`src/rtl/spi_arb_pkg.sv`:
```
// Shared types and defaults for the SPI master arbiter.
package spi_arb_pkg;

   typedef enum logic [1:0] {
      ST_IDLE    = 2'd0,
      ST_SETUP   = 2'd1,
      ST_BUSY    = 2'd2,
      ST_RECOVER = 2'd3
   } arb_state_e;

   localparam int DEF_SETUP_CYCLES   = 2;
   localparam int DEF_TIMEOUT_CYCLES = 1024;

   // Index of the set bit in a one-hot vector of up to eight requesters.
   function automatic logic [2:0] onehot_to_idx(input logic [7:0] oh);
      logic [2:0] idx;
      idx = 3'd0;
      for (int i = 0; i < 8; i++) begin
         if (oh[i]) begin
            idx = idx | 3'(i);
         end
      end
      return idx;
   endfunction

endpackage

```
`src/rtl/rr_arbiter.sv`:
```
// Combinational round-robin pick: first requester at or after the pointer.
module rr_arbiter #(
   parameter int N  = 4,
   parameter int PW = $clog2(N)
) (
   input  logic [N-1:0]  req_i,
   input  logic [PW-1:0] ptr_i,
   output logic [N-1:0]  winner_o,
   output logic          valid_o
);

   logic         found_s;
   logic [PW:0]  pos_s;

   // Scan requesters starting at the pointer, wrapping, and keep the first hit.
   always_comb begin
      winner_o = '0;
      found_s  = 1'b0;
      pos_s    = '0;
      for (int k = 0; k < N; k++) begin
         pos_s = {1'b0, ptr_i} + (PW+1)'(k);
         if (pos_s >= (PW+1)'(N)) begin
            pos_s = pos_s - (PW+1)'(N);
         end else begin
            pos_s = pos_s;
         end
         if (!found_s && req_i[pos_s[PW-1:0]]) begin
            winner_o[pos_s[PW-1:0]] = 1'b1;
            found_s                 = 1'b1;
         end else begin
            found_s = found_s;
         end
      end
      valid_o = |req_i;
   end

endmodule

```
`src/rtl/spi_master_arbiter.sv`:
```
// Shares one spi_master between N requesters with round-robin arbitration,
// latching the winner's byte and mode and sequencing start/finish.
module spi_master_arbiter
   import spi_arb_pkg::*;
#(
   parameter int N              = 4,
   parameter int SETUP_CYCLES   = DEF_SETUP_CYCLES,
   parameter int TIMEOUT_CYCLES = DEF_TIMEOUT_CYCLES
) (
   input  logic           clk,
   input  logic           rst,
   input  logic [N-1:0]   req,
   input  logic [8*N-1:0] txdata,
   input  logic [N-1:0]   cpol,
   input  logic [N-1:0]   cpha,
   output logic [N-1:0]   grant,
   output logic [N-1:0]   done,
   output logic [N-1:0]   err,
   output logic [7:0]     rxdata,
   output logic [N-1:0]   cs_sel,
   output logic           m_start,
   output logic [7:0]     m_datain,
   output logic           m_cpol,
   output logic           m_cpha,
   input  logic           m_finish,
   input  logic [7:0]     m_dataout
);

   localparam int PW = $clog2(N);
   localparam int CW = $clog2(TIMEOUT_CYCLES + 1);

   arb_state_e    state_q;
   logic [PW-1:0] ptr_q;
   logic [PW-1:0] idx_q;
   logic [CW-1:0] cnt_q;
   logic [N-1:0]  grant_q;
   logic [N-1:0]  done_q;
   logic [N-1:0]  err_q;
   logic [7:0]    rxdata_q;
   logic          m_start_q;
   logic [7:0]    m_datain_q;
   logic          m_cpol_q;
   logic          m_cpha_q;

   logic [N-1:0]  win_oh_s;
   logic          win_valid_s;
   logic [PW-1:0] win_idx_s;
   logic [PW-1:0] ptr_d;

   rr_arbiter #(.N(N), .PW(PW)) u_rr (
      .req_i    (req),
      .ptr_i    (ptr_q),
      .winner_o (win_oh_s),
      .valid_o  (win_valid_s)
   );

   assign win_idx_s = PW'(onehot_to_idx(8'(win_oh_s)));

   // Pointer moves to the requester after the one just served, wrapping at N.
   always_comb begin
      if (idx_q == PW'(N - 1)) begin
         ptr_d = '0;
      end else begin
         ptr_d = idx_q + 1'b1;
      end
   end

   // Transfer sequencer: arbitrate, hold mode stable, launch, await finish or timeout.
   always_ff @(posedge clk) begin
      if (rst) begin
         state_q    <= ST_IDLE;
         ptr_q      <= '0;
         idx_q      <= '0;
         cnt_q      <= '0;
         grant_q    <= '0;
         done_q     <= '0;
         err_q      <= '0;
         rxdata_q   <= 8'h00;
         m_start_q  <= 1'b0;
         m_datain_q <= 8'h00;
         m_cpol_q   <= 1'b0;
         m_cpha_q   <= 1'b0;
      end else begin
         done_q <= '0;
         err_q  <= '0;
         case (state_q)
            ST_IDLE: begin
               if (win_valid_s) begin
                  grant_q    <= win_oh_s;
                  idx_q      <= win_idx_s;
                  m_datain_q <= txdata[{win_idx_s, 3'b000} +: 8];
                  m_cpol_q   <= cpol[win_idx_s];
                  m_cpha_q   <= cpha[win_idx_s];
                  cnt_q      <= '0;
                  state_q    <= ST_SETUP;
               end else begin
                  state_q <= ST_IDLE;
               end
            end
            ST_SETUP: begin
               if (cnt_q == CW'(SETUP_CYCLES - 1)) begin
                  m_start_q <= 1'b1;
                  cnt_q     <= '0;
                  state_q   <= ST_BUSY;
               end else begin
                  cnt_q <= cnt_q + 1'b1;
               end
            end
            ST_BUSY: begin
               if (m_finish) begin
                  m_start_q <= 1'b0;
                  rxdata_q  <= m_dataout;
                  done_q    <= grant_q;
                  grant_q   <= '0;
                  ptr_q     <= ptr_d;
                  state_q   <= ST_RECOVER;
               end else if (cnt_q == CW'(TIMEOUT_CYCLES - 1)) begin
                  m_start_q <= 1'b0;
                  err_q     <= grant_q;
                  grant_q   <= '0;
                  ptr_q     <= ptr_d;
                  state_q   <= ST_RECOVER;
               end else begin
                  cnt_q <= cnt_q + 1'b1;
               end
            end
            ST_RECOVER: begin
               // A level-style finish must fall before the next arbitration.
               if (m_finish) begin
                  state_q <= ST_RECOVER;
               end else begin
                  state_q <= ST_IDLE;
               end
            end
            default: begin
               state_q   <= ST_IDLE;
               m_start_q <= 1'b0;
               grant_q   <= '0;
            end
         endcase
      end
   end

   assign grant    = grant_q;
   assign cs_sel   = grant_q;
   assign done     = done_q;
   assign err      = err_q;
   assign rxdata   = rxdata_q;
   assign m_start  = m_start_q;
   assign m_datain = m_datain_q;
   assign m_cpol   = m_cpol_q;
   assign m_cpha   = m_cpha_q;

endmodule

```
`config.mk`:
```
export PLATFORM = sky130hd
export DESIGN_NAME = spi_master_arbiter
export DESIGN_NICKNAME = d
export VERILOG_FILES = /design/src/rtl/spi_arb_pkg.sv /design/src/rtl/rr_arbiter.sv /design/src/rtl/spi_master_arbiter.sv
export SDC_FILE = /design/constraint.sdc
export NUM_CORES = 1
export LEC_CHECK = 0
export ABC_CLOCK_PERIOD_IN_PS = 5300
export CELL_PAD_IN_SITES_DETAIL_PLACEMENT = 0
export CELL_PAD_IN_SITES_GLOBAL_PLACEMENT = 2
export CORE_ASPECT_RATIO = 1.75
export CORE_MARGIN = 2
export CORE_UTILIZATION = 29
export CTS_CLUSTER_SIZE = 24
export DETAILED_ROUTE_END_ITERATION = 8
export PLACE_DENSITY_LB_ADDON = 0.1
export SLEW_MARGIN = 20
export SYNTH_ARGS = -nofsm -noshare
export SYNTH_HDL_FRONTEND = slang
export SYNTH_SLANG_ARGS = --single-unit
export TNS_END_PERCENT = 50
```
`constraint.sdc`:
```
create_clock -name clk -period 5.3 [get_ports clk]
set_clock_uncertainty 0.2 [all_clocks]
set_input_delay 0.53 -clock clk [delete_from_list [all_inputs] [get_ports clk]]
set_output_delay 0.53 -clock clk [all_outputs]
set_load 0.1 [all_outputs]
```
# --- Word level (Yosys, flattened, before mapping) ---
# Cells that the tools add are included.
totals:
  register_bits: 48
  word_cells: 133
op_classes:
  shifts: 1
  n_eq_ne: 11
  n_bitwise: 6
  magnitude_cmp: 13
  muxes: 56
  add_sub_neg: 9
  reduce_logical: 25
ops:
  columns: ["op", "count"]
  rows:
  - ["two-way mux 11 bit", 4]
  - ["one-hot mux 11 bit (3 select lines)", 1]
  - ["variable part select 32 x 6 -> 8 bit", 1]
  - ["two-way mux 4 bit", 7]
  - ["two-way mux 2 bit", 13]
  - ["two-way mux 1 bit", 18]
  - ["< comparator 2 x 3 -> 1 bit (second input constant)", 5]
  - ["binary-select mux 1 bit (select 2 bit)", 6]
  - ["bitwise OR 4 bit", 3]
  - ["adder 11 x 1 -> 11 bit (second input constant)", 1]
  - ["== test 11 x 1 -> 1 bit (second input constant)", 1]
  - ["== test 11 x 10 -> 1 bit (second input constant)", 1]
  - ["greater-or-equal comparator 3 bit (second input constant)", 3]
  - ["demux 1 bit (select 2 bit)", 4]
  - ["greater-or-equal comparator 2 x 1 -> 1 bit (second input constant)", 4]
  - ["one-hot mux 2 bit (4 select lines)", 1]
  - ["one-hot mux 4 bit (2 select lines)", 1]
  - ["AND reduction 2 bit", 4]
  - ["OR reduction 4 bit", 2]
  - ["subtractor 2 x 1 -> 2 bit (second input constant)", 4]
  - ["logical AND 1 bit", 7]
  - ["adder 2 x 2 -> 3 bit (second input constant)", 2]
  - ["== test 2 bit (second input constant)", 3]
  - ["inequality test 2 bit (second input constant)", 3]
  - ["15 further kinds", 22]

# --- Depth between registers and ports, before layout ---
logic_depth:
  ltp_word: 19
  depth_mapped: 11
  depth_no_buf: 9

# --- Modules after synthesis ---
# From an unflattened synthesis, not the netlist that was laid out.
hier_totals:
  cells_unflattened: 320
  area_unflattened_um2: 2735.1
modules_own_cells:
  columns: ["mod", "area_per_inst_um2", "instances", "cells_each", "seq_area_each_um2"]
  rows:
  - ["spi_master_arbiter", 2424.8, 1, 289, 960.9]
  - ["rr_arbiter", 310.3, 1, 31, 0.0]

# --- Least setup slack after synthesis ---
# Ideal clock, no wire load.
synth_timing:
  path_type: "reg-to-reg"
  startpoint: "register ptr_q[0]"
  endpoint: "register m_cpol_q (netlist: m_cpol)"
  required_time_ns: 4.978
  slack_ns: 1.977
  stages_incl_launch_ff: 12
  n_path_buf: 2
  arrival_ns: 3.002
  setup_ns: 0.122
  path_cell_list: "dfxtp_1 -> buf_4 -> inv_1 -> ha_1 -> mux4_2 -> nand2_1 -> o21ai_0 -> a221o_2 -> nor2_2 -> buf_6 -> mux2_4 -> a221o_1"
synth_between:
  elab_chain_cells: 19
  word_cells_on_any_way: 64
synth_lines:
  columns: ["element", "line_no", "text"]
  rows:
  - ["start: declaration", "spi_master_arbiter.sv:33", "logic [PW-1:0] ptr_q;"]
  - ["start signal: assignment", "spi_master_arbiter.sv:115", "ptr_q <= ptr_d;"]
  - ["start signal: assignment", "spi_master_arbiter.sv:121", "ptr_q <= ptr_d;"]
  - ["parallel branches: the longest is 13 deep, another holds adder 2 x 1 -> 3 bit", null, null]
  - ["two-way mux 4 bit (*)", "rr_arbiter.sv:27", "if (!found_s && req_i[pos_s[PW-1:0]]) begin"]
  - ["two-way mux 1 bit", "spi_arb_pkg.sv:19", "if (oh[i]) begin"]
  - ["two-way mux 2 bit", "spi_arb_pkg.sv:19", null]
  - ["two-way mux 2 bit (*)", "spi_arb_pkg.sv:19", null]
  - ["binary-select mux 1 bit (select 2 bit) (*)", "spi_master_arbiter.sv:92", "m_cpol_q <= cpol[win_idx_s];"]
  - ["two-way mux 1 bit (implied by the code) (*)", "spi_master_arbiter.sv:92", null]
  - ["end signal: assignment", "spi_master_arbiter.sv:92", null]
  - ["end: declaration", "spi_master_arbiter.sv:42", "logic m_cpol_q;"]
# Every way passes the cells marked *. The select of a mux whose other input is x is not followed.
# A chain may end at the register's enable or synchronous reset.

# --- Final worst setup path ---
layout_timing:
  startpoint: "register ptr_q[0]"
  endpoint: "register m_cpha_q (netlist: m_cpha)"
layout_between:
  elab_chain_cells: 19
  word_cells_on_any_way: 64
layout_lines:
  columns: ["element", "line_no", "text"]
  rows:
  - ["parallel branches: the longest is 13 deep, another holds adder 2 x 1 -> 3 bit", null, null]
  - ["two-way mux 4 bit (*)", "rr_arbiter.sv:27", null]
  - ["two-way mux 1 bit", "spi_arb_pkg.sv:19", null]
  - ["two-way mux 2 bit", "spi_arb_pkg.sv:19", null]
  - ["two-way mux 2 bit (*)", "spi_arb_pkg.sv:19", null]
  - ["binary-select mux 1 bit (select 2 bit) (*)", "spi_master_arbiter.sv:93", "m_cpha_q <= cpha[win_idx_s];"]
  - ["two-way mux 1 bit (implied by the code) (*)", "spi_master_arbiter.sv:93", null]
  - ["end signal: assignment", "spi_master_arbiter.sv:93", null]
  - ["end: declaration", "spi_master_arbiter.sv:43", "logic m_cpha_q;"]
# Marks and branches as above.

==> metrics.cfg <==
[status]
status = completed

[sta]
period_minus_slack_ps = 4279
hold_viol = 0
rsz0062_at_grt = false
clock.fmax_mhz = 233.7
setup_viol = 0
tightest_slew_ps = 1029
final_max_slew_viol_count = 0
finalCritPeriodShare_pct = 80.73
setup-tns-final_ps = 0
slew_headroom_pct = 31.17

[clocking]
path_clk_slew_ps = 60
cts_htree_levels = 2
cts_setup_buffers = 0
clock_sinks = 48
cts_root_buf = clkbuf_16
post_cts_resized = 0
clock_latency_ps = 290
cts_hold_buf = 0
clockBufferDepth = 2
tritoncts = done
cts_buffers = 5

[power_and_ir_drop]
p_clk_share_pct = 19.5
ir_drop_mv = 0.2490
p_per_area_nw_per_um2 = 483.7
switching_share_pct = 47.88
p_seq_share_pct = 26.5
intPower_w = 0.0009593
power.leakage_nw = 1.359
comb_power_share_pct = 54.0
p_switching_w = 0.0008812
finalPower_w = 0.001840

[grt]
grt_first_pass_wirelength_um = 12450
antenna_found_initial = 0
grt_usage_pct = 15.40
grt.overflow.total = 0
grt_pass1_vias = 2473
grt_max_degree = 28

[yosys]
ys_seq_area_share_pct = 35.51
synth_area_um2 = 2706
yosys_warnings = 0
async_flop_share_pct = 0
synth_top_cell_by_area = dfxtp_1
synth_top_area_share_pct = 35.51
synthFlopType = dfxtp_1
postSynthAreaPerCell_um2 = 9.112
synthTopCellsByCount = 48 x dfxtp_1, 28 x nand2_1, 24 x nor2_1
synth_most_common_cell = dfxtp_1
synth_cells = 297
yosys-top-cells-area = dfxtp_1 36%, ha_1 6.5%, mux2_4 5.0%
synth_cell_types = 49
synth_edf_count = 0
syn_nets = 366
ys_seq_elements = 48

[setup_path]
reg2reg_slack_ps = 1020
cp-start-kind = register
r2r_cells = 9
r2r-end = m_cpha$_SDFFE_PP0P_
cp-end-kind = register
r2r-start = ptr_q[0]$_SDFFE_PP0P_
crit_fanout = 14
crit_type = reg -> reg
startpoint = ptr_q[0]$_SDFFE_PP0P_
required_ps = 5280
arrival_ps = 4260

[layout]
register_area_um2 = 960.9
drive_above_1_share_pct = 7.487
area_delta_synth_final_pct = 40.59
multiInputGateArea_um2 = 1587
layout.nets = 442
fillers = 969
diodes = 0

[floorplanning]
coreArea_um2 = 9094
io_pins = 90
fp.dieW_um = 77.03
die_h_um = 131.8
start_util_pct = 29.76
rows = 46
die_area_um2 = 10150

[detailed_routing]
routed_wl_um = 7724
via_per_inst = 4.913
drtIter0Drc = 98
wire_per_inst_um = 15.64
drc = 0
num_vias = 2427
drt_pass1_iterations = 4
postRouteAntennaNets = 0

[flow_run]
cap_violations = 0

[place]
gp_congestion = 0.7243
hpwl_um = 5864
port_buffers = 89

[min_path]
hold_start = rxdata[4]$_SDFFE_PP0P_
min-delay-path-class = reg -> reg
worstHoldEndpoint = rxdata[4]$_SDFFE_PP0P_
whs_path_depth = 2

==> cell families after synthesis <==
family,Yosys count,synth area share (%)
muxes,26,13.18
buffers and inverters,32,5.871
AOI/OAI and AO/OA,63,16.83
DFF,48,35.51
adders and majority gates,14,6.473
xor gates and xnor gates,5,1.618
and+or+nand+nor,109,20.53
==> critical path, cell delays in order (launching register included) <==
cell	delay, ps
dfxtp_1	650
inv_1	210
ha_1	440
mux4_2	620
nand2_1	100
o21ai_0	60
a221o_2	480
nor2_2	680
mux2_2	410
a221o_1	310
==> registers in the layout, summed over array words and instances, names as in the netlist <==
register  count
cnt_q        11
cs_sel        4
done          4
err           4
idx_q         2
m_cpha        1
m_cpol        1
m_datain      8
m_start       1
ptr_q         2
rxdata        8
state_q       2
==> cell type report <==
type	instances	share of cell area, %
multi-input cells	217	41.70
flip-flops and latches	48	25.25
inverters	11	1.085
clock buffers	5	3.288
repair buffers	90	23.61
well taps	120	3.946
clock inverters	3	1.118
==> worst max-delay path by stage <==
stage / end / cells past startpoint
final: m_cpha$_SDFFE_PP0P_ / 9
after global routing: m_cpha$_SDFFE_PP0P_ / 9
after CTS: m_cpha$_SDFFE_PP0P_ / 9
after detailed placement: m_cpha$_SDFFE_PP0P_ / 9
after global placement: m_cpha$_SDFFE_PP0P_ / 9
after floorplan: m_cpol$_SDFFE_PP0P_ / 11
==> power groups by stage <==
stage | Sequential, W | Combinational, W | Clock, W
after CTS | 0.000489 | 0.00101 | 0.000373
after floorplan | 0.000840 | 0.000428 | 0
final | 0.000488 | 0.000993 | 0.000359
after global routing | 0.000500 | 0.00106 | 0.000386
after detailed placement | 0.000495 | 0.00100 | 0
after global placement | 0.000497 | 0.000997 | 0
==> placed cells by master (no fill, tap or decap), types with 2 or more instances in the layout <==
cell	netlist	layout
nand3_1	4	4
a221o_1	12	12
nand3b_1	2	2
mux2_4	9	9
or3b_1	2	2
inv_1	11	11
nand2_1	28	28
xnor2_1	5	5
ha_1	14	14
a21oi_1	18	18
nor3_1	14	14
a211oi_1	3	3
nand2b_1	3	3
and2_1	5	5
a21o_1	2	2
clkdlybuf4s50_1	0	89
a22oi_1	5	5
or3_1	6	6
dfxtp_1	48	48
clkbuf_16	0	5
mux2i_1	12	12
nor2b_1	2	2
o21ai_0	12	12
nor4_1	5	5
mux4_2	4	4
nand4_1	3	3
nor3b_1	5	5
nor2_1	24	24
==> metrics by stage <==
stage                     hold slack (ps)  setup WS (ps)  std cells  cell area, µm²  util, %
final                               254.6           1021        494            3805    41.84
after global placement              242.4           1038        486            3637    40.00
after global routing                284.1          728.7        494            3805    41.84
after CTS                           255.2          923.9        494            3805    41.84
after detailed placement            249.2          945.5        486            3637    40.00
after floorplan                     264.6           1977        297            2706        -
==> metal layers <==
layer	track usage, %	vias up	part of all wire (%)
li1	-	1221	-
met4	6.052	0	2.1
met5	0	-	0
met3	2.603	11	3.3
met2	29.97	58	57
met1	15.95	1137	38
Power figures use the tool's default switching activity.
